[src/rtl/fp_from_int.sv]
// fp_from_int: signed fixed-point sample to {sign, ma[14:0], ea[7:0]} fp word with valid/ready handshake.
// Define FP_FROM_INT_FAST_EN for a single-cycle leading-zero-count normaliser instead of the iterative shifter.
module fp_from_int #(
  parameter int IN_W      = 16,
  parameter int FRAC_BITS = 0
) (
  input  logic            clk,
  input  logic            rst_n,
  input  logic            in_valid,
  output logic            in_ready,
  input  logic [IN_W-1:0] x,
  output logic            out_valid,
  input  logic            out_ready,
  output logic [23:0]     o,
  output logic            is_zero
);
  typedef enum logic [1:0] {IDLE, NORM, DONE} state_t;
  localparam logic [7:0] E0 = 8'(15 - FRAC_BITS);
  state_t      r_state, w_next;
  logic        r_sign;
  logic [15:0] r_mag;
  logic [3:0]  r_s;
  logic [15:0] w_ext, w_mag, w_lmag;
  logic [3:0]  w_ls;
  logic        w_early;
  logic [14:0] w_ma;
  logic [7:0]  w_e;
  always_comb begin
    w_ext   = 16'($signed(x));
    w_mag   = x[IN_W-1] ? ~w_ext + 16'd1 : w_ext;
    w_early = w_mag == 16'd0 || w_mag[15] || w_mag[14];
  end
`ifdef FP_FROM_INT_FAST_EN
  localparam logic FAST = 1'b1;
  logic [4:0] w_lz;
  always_comb begin
    w_lz = 5'd16;
    for (int i = 0; i < 16; i++) if (w_mag[i]) w_lz = 5'(15 - i);
    w_ls   = w_early ? 4'd0 : 4'(w_lz - 5'd1);
    w_lmag = w_mag << w_ls;
  end
`else
  localparam logic FAST = 1'b0;
  always_comb begin
    w_ls   = 4'd0;
    w_lmag = w_mag;
  end
`endif
  always_comb begin
    w_next = r_state;
    if (r_state == IDLE) w_next = !in_valid ? IDLE : (w_early || FAST) ? DONE : NORM;
    else if (r_state == NORM) w_next = r_mag[13] ? DONE : NORM;
    else w_next = out_ready ? IDLE : DONE;
  end
  always_ff @(posedge clk) begin
    if (!rst_n) begin
      r_state <= IDLE;
      r_sign  <= 1'b0;
      r_mag   <= 16'd0;
      r_s     <= 4'd0;
    end else begin
      r_state <= w_next;
      if (r_state == IDLE && in_valid) begin
        r_sign <= x[IN_W-1];
        r_mag  <= w_lmag;
        r_s    <= w_ls;
      end else if (r_state == NORM) begin
        r_mag <= r_mag << 1;
        r_s   <= r_s + 4'd1;
      end
    end
  end
  // 15-bit negation leaves 0x4000 and 0x8000 magnitudes with the encodings the multiplier expects
  always_comb begin
    in_ready  = r_state == IDLE;
    out_valid = r_state == DONE;
    is_zero   = out_valid && r_mag == 16'd0;
    w_e       = E0 - {4'd0, r_s};
    w_ma      = r_sign ? ~r_mag[14:0] + 15'd1 : r_mag[14:0];
    o         = (out_valid && !is_zero) ? {r_sign, w_ma, w_e} : 24'd0;
  end
endmodule

[config.mk]
export PLATFORM = sky130hd
export DESIGN_NAME = fp_from_int
export DESIGN_NICKNAME = d
export VERILOG_FILES = /design/src/rtl/fp_from_int.sv
export SDC_FILE = /design/constraint.sdc
export NUM_CORES = 1
export LEC_CHECK = 0
export CAP_MARGIN = 20
export CORE_MARGIN = 2
export CORE_UTILIZATION = 40
export DETAILED_ROUTE_END_ITERATION = 8
export MAX_ROUTING_LAYER = met4
export PLACE_DENSITY = 0.79
export SYNTH_ARGS = -nofsm -noshare
export SYNTH_HDL_FRONTEND = slang
export SYNTH_SLANG_ARGS = --single-unit
[constraint.sdc]
create_clock -name clk -period 4.3 [get_ports clk]
set_input_delay 1.29 -clock clk [delete_from_list [all_inputs] [get_ports clk]]
set_output_delay 1.29 -clock clk [all_outputs]
set_load 0.05 [all_outputs]
==> Word-level counts from Yosys, hierarchy flattened <==
Index checks and enable logic that the tools add are counted.
{ "word_totals": {"ff_bits": 23, "input_bits": 20, "out_inout_bits": 27, "word_cells": 35} }
{ "classes": {"n_addsub": 4, "eq_ne": 2, "mux": 11, "bitwise": 3, "reduce_logical": 11} }
{ "op_table": {"columns": ["cell", "count"], "rows": [
  ["2-to-1 mux 16 bit", 3],
  ["logical NOT 16 bit", 2],
  ["2-to-1 mux 24 bit", 1],
  ["adder 16 x 1 -> 16 bit (second input constant)", 1],
  ["inverter 16 bit", 1],
  ["adder 15 x 1 -> 15 bit (second input constant)", 1],
  ["2-to-1 mux 15 bit", 1],
  ["inverter 15 bit", 1],
  ["2-to-1 mux 2 bit", 6],
  ["subtractor 4 x 4 -> 5 bit (first input constant)", 1],
  ["adder 4 x 1 -> 4 bit (second input constant)", 1],
  ["logical AND 1 bit", 3],
  ["equality test 2 x 1 -> 1 bit (second input constant)", 1],
  ["equality test 2 bit (second input constant)", 1],
  ["logical NOT 2 bit", 1],
  ["logical OR 1 bit", 2],
  ["nonzero test 2 bit", 1],
  ["OR reduction 2 bit", 1],
  ["logical NOT 1 bit", 1],
  ["inverter 1 bit", 1]
]} }

==> Logic depth before layout (Yosys ltp) <==
{ "depth": {"ltp_word": 9, "ltp_mapped": 9, "depth_no_buf": 8} }

==> Worst setup path before layout <==
No wires, ideal clock.
{ "synth_timing": {"path_kind": "reg2out", "start": "register r_mag[3]", "end": "output is_zero", "arrival_time_ps": 2741, "t_required_ps": 3010, "setup_slack_ps": 269, "path_stages_with_launch": 6, "path_buffers": 0, "cell_sequence": "dfxtp_1 or3_1 or4_4 or4_1 or4_4 nor2_1"} }
{ "synth_via": {"elab_chain_len": 2} }
{ "synth_lines": {"columns": ["item", "line_no", "rtl"], "rows": [
  ["start: declaration", "21", "logic [15:0] r_mag;"],
  ["start signal: assignment", "65", "r_mag <= w_lmag;"],
  ["start signal: assignment", "68", "r_mag <= r_mag << 1;"],
  ["logical NOT 16 bit", "77", "is_zero = out_valid && r_mag == 16'd0;"],
  ["logical AND 1 bit", "77", null],
  ["end: declaration", "15", "output logic is_zero"]
]} }
No other way between the ends.

==> Final worst setup path <==
{ "layout_timing": {"start": "register r_mag[3]", "end": "output o[12]"} }
{ "layout_via": {"elab_chain_len": 5, "word_cells_on_any_way": 8, "cone_classes": "add/sub: 1; mux: 2; bitwise: 1; reduce/logical: 4"} }
{ "layout_lines": {"columns": ["item", "line_no", "rtl"], "rows": [
  ["branches (longest 4 deep; another with adder 15 x 1 -> 15 bit)", null, null],
  ["2-to-1 mux 24 bit (*)", "80", "o = (out_valid && !is_zero) ? {r_sign, w_ma, w_e} : 24'd0;"],
  ["end: declaration", "14", "output logic [23:0] o,"]
]} }
Every way passes the cells marked *.

==> summary by stage <==
Worst setup path
For the worst setup path, the data arrival time is 2.87 ns. The critical path goes through or3_1, or4_4, or4_1, or4_4, nand2_4, nor2_1, buf_4. The worst path buffer plus inverter count is 1.

The required time of the critical path is 3.01 ns. The endpoint type of the worst setup path is an output port. The sort of element at the start of the critical path is a flip-flop.

Along the worst path, the maximum fanout reaches 18. For the worst flop-to-flop path, the logic depth is 6. By startpoint and endpoint, the worst setup path is classified as reg2out. The delay of the slowest cell on the worst path is 0.50 ns. The cell family contributing the most delay on the critical path is simple AND/OR/NAND/NOR gates. The critical path runs through a total of 7 cells. The cell occurring most often along the worst timing path is sky130_fd_sc_hd__or4_4.

The slowest stage of the critical path is the sky130_fd_sc_hd__or4_4 cell.

Detailed routing
The overall via count from detail_route is 1858. The first routing iteration left 77 violations. For this run, the detailed router's first-pass iteration total came to 4. The routed design has 4266 um of wire. For this run, design rule violations remaining after detail routing come to 0. Using the TritonRoute via totals, the vias-per-cell ratio works out to 5.417. The average wire per cell in the routed design is 12.44 um. Once detail routing completed, the nets flagged for antenna violations numbered 0.

Final layout
The number of antenna cells inserted is 0. The share of layout cells above drive strength 1 is 11.42%. At the end of the flow the core is filled with cells to 49.91%. The commonest non-fill, non-tap cell in the layout is sky130_fd_sc_hd__nor2_1.

The final cell count without fillers is 343. The top cell types in the final layout, fill and taps aside, are sky130_fd_sc_hd__nor2_1 (31), sky130_fd_sc_hd__dfxtp_1 (23), sky130_fd_sc_hd__o21ai_0 (22), sky130_fd_sc_hd__buf_4 (22). From synthesis to final layout, the design area changed by 21.82%. For this run, the post-layout net count is 313.

CTS
The clock passes through at most 2 buffers. Buffers added to address setup during post-CTS repair amount to 0. The total of cells resized after clock tree synthesis is 0. The number of sinks handled by clock tree synthesis is 23. The number of buffers added to fix hold violations after cts is 0. The clock slew seen by the registers of the worst setup and hold paths is 0.08 ns. TritonCTS built the clock tree. The maximum level of the CTS H-tree is 1. The insertion delay of the later-clocked pin in the worst-skew pair is 0.25 ns. Clock tree synthesis selected as its root buffer the cell sky130_fd_sc_hd__clkbuf_8. The CTS buffer count is 3.

Yosys
Among all flip-flop cells after synthesis, the most frequent one is sky130_fd_sc_hd__dfxtp_1. The number of register bits inferred by synthesis is 23. In this run, synthesis inferred 0 flip-flops with an integrated enable.

The post-synthesis sequential area ratio is 24.12%. The post-synthesis async set-or-reset flop share is 0%. A synthesized cell averages 7.401 sq um.

Synthesis instantiated 45 different standard cells from the library. The number of warnings printed during yosys synthesis is 0. The total standard cell area after synthesis is 0.001909 sq mm. The number of cells produced by synthesis is 258.

Power and ir drop
The internal portion of the total power is 401.9 uW. The total net switching power is 250.1 uW. The total leakage power is 0.8994 nW. The design draws 652.0 uW. The portion of total power attributed to combinational logic is 40.5%.

The share of total power dissipated in the clock network is 19.9%. Dividing total power by cell area gives a power density of 280.3 mW/mm^2. In this run switching power makes up 38.36% of total power.

VDD sags by at most 0.1179 mV. Sequential cells account for 39.6% of the total power.

Timing
Setup repair after global routing left no endpoint under its margin. Counting I/O delays and the setup requirement, the final critical path takes 4.157 ns. The fraction of the cycle the final worst path needs is 96.68%. The hold violation total from the final report is 0.

The maximum achievable frequency is 240.6 MHz. Clock skew on the completed layout was measured at 0.0008330 ns. The final count of negative-setup-slack endpoints is 0. Measured against its own limit, the worst slew margin works out to 41.98%. The final count of pins violating max slew was 0. At the pin with the least slew margin, the transition time is 0.8671 ns. Hold is met by 0.5074 ns. Summed over all failing endpoints, the final setup total negative slack is 0 ns.

Global routing
The maximum number of pins on one net before global-route repair is 22. The global-route congestion overflow total is 0. The wire length of the first global-routing pass is 6962 um. In the global route stage, overall resource usage came out at 16.26%.

The number of global-route vias before repair is 1510. The initial antenna violation count is 0.

Die
47 I/O pins were placed. The die covers 0.005342 sq mm. The die is 73.09 um tall. The number of rows in the core area is 25. The starting utilization of the core area is 40.97%. The total area inside the core boundary comes to 0.004661 sq mm. The die is 73.09 um wide.

Job
Max-cap violations in this run came to 0.

Placed design
The routability-driven placement congestion ratio is 0.8997. The cell count after placement is 339. In this run the tool buffered the top-level ports with 42 buffer cells. The HPWL after detailed placement is 3320 um.

Status
The flow ran to the end, and the final reports show no timing, DRC or antenna violations.

Hold path
In this run the worst hold path is classified as reg2reg. The count of cells along the worst hold path is 2.
flip-flops by register name (all words and copies together) (netlist names):
name	count
r_mag	16
r_s	4
r_state	2
r_sign	1
cells in the mapped netlist (2+ instances only):
library cell                count  area [sq um]
sky130_fd_sc_hd__dfxtp_1       23         460.4
sky130_fd_sc_hd__or4_4          2         22.52
sky130_fd_sc_hd__nand4_1        2         12.51
sky130_fd_sc_hd__o41ai_1        3         26.28
sky130_fd_sc_hd__a221oi_1       2         17.52
sky130_fd_sc_hd__and2_1        11         68.82
sky130_fd_sc_hd__nor2_1        31         116.4
sky130_fd_sc_hd__mux2i_1        3         30.03
sky130_fd_sc_hd__or4_1          3         22.52
sky130_fd_sc_hd__o21ai_0       22         110.1
sky130_fd_sc_hd__a21boi_0       6         45.04
sky130_fd_sc_hd__xor2_1        21         183.9
sky130_fd_sc_hd__a21oi_1        6         30.03
sky130_fd_sc_hd__inv_1          7         26.28
sky130_fd_sc_hd__nor2b_1        5         31.28
sky130_fd_sc_hd__ha_1           3         37.54
sky130_fd_sc_hd__nor4_1         3         18.77
sky130_fd_sc_hd__nand3_1        5         25.02
sky130_fd_sc_hd__a41oi_1        2         17.52
sky130_fd_sc_hd__a22oi_1       11         82.58
sky130_fd_sc_hd__o2111ai_1      2         17.52
sky130_fd_sc_hd__o31a_1         3         26.28
sky130_fd_sc_hd__buf_4          4         30.03
sky130_fd_sc_hd__or3_1          6         37.54
sky130_fd_sc_hd__nand2_1       20         75.07
sky130_fd_sc_hd__nor3_1         5         25.02
sky130_fd_sc_hd__xnor2_1        8         70.07
sky130_fd_sc_hd__nand2b_1       3         18.77
sky130_fd_sc_hd__or2_2          3         18.77
sky130_fd_sc_hd__o31ai_1        4         30.03
sky130_fd_sc_hd__nor3b_1        2         15.01
sky130_fd_sc_hd__clkbuf_1      14         52.55
power groups by stage:
stage,combinational (mW),clock (mW),sequential (mW)
final,0.264,0.130,0.258
after global routing,0.290,0.141,0.261
after CTS,0.264,0.130,0.258
after detailed placement,0.263,0,0.263
after global placement,0.260,0,0.262
after floorplan,0.204,0,0.254
cell type report:
| class | instances | area [sq um] |
|---|---|---|
| fill | 460 | 2335 |
| multi-input combinational | 211 | 1331 |
| sequential | 23 | 460.4 |
| timing repair buffer | 44 | 395.4 |
| tap | 54 | 67.56 |
| clock buffer | 4 | 45.04 |
| inverter | 7 | 26.28 |
through the flow:
| step | worst slack, ns | instance area [sq um] |
|---|---|---|
| 2_1_floorplan | 0.2691 | 1921 |
| 3_3_place_gp | 0.4737 | 2281 |
| 3_5_place_dp | 0.4233 | 2281 |
| 4_1_cts | 0.1354 | 2326 |
| 5_1_grt | 0.02108 | 2326 |
| 6_report | 0.1429 | 2326 |
worst paths after layout:
check,to,from,slack (ns)
max,o[12],r_mag[3],0.14
min,r_s[1],r_s[1],0.51
max reg2reg,r_mag[4],r_state[1],2.34
min reg2reg,r_s[1],r_s[1],0.51
cells by family after synthesis:
group           share of synthesized area (%)
compound gates                          23.13
xor+xnor                                13.30
fa+ha+maj                               1.966
buf+inv                                 6.749
flops                                   24.12
mux                                     2.163
other cells                            0.1964
simple gates                            28.37
worst reg2reg max path: stages, from the launching register on:
cell and delay, ns:
sky130_fd_sc_hd__dfxtp_1 0.41, sky130_fd_sc_hd__nor2_1 0.10, sky130_fd_sc_hd__and2_1 0.28, sky130_fd_sc_hd__nor2_1 0.72, sky130_fd_sc_hd__a22oi_1 0.15, sky130_fd_sc_hd__o21ai_0 0.11, sky130_fd_sc_hd__and2_1 0.15
layer usage:
metal	track usage (%)	share of wire [%]	vias to the layer above
met5	-	0	-
met1	24.28	51	830
met3	1.243	4.3	0
met4	3.498	0	0
met2	23.82	45	55
li1	-	-	973
Note: power is estimated with default switching activity, not from simulation.
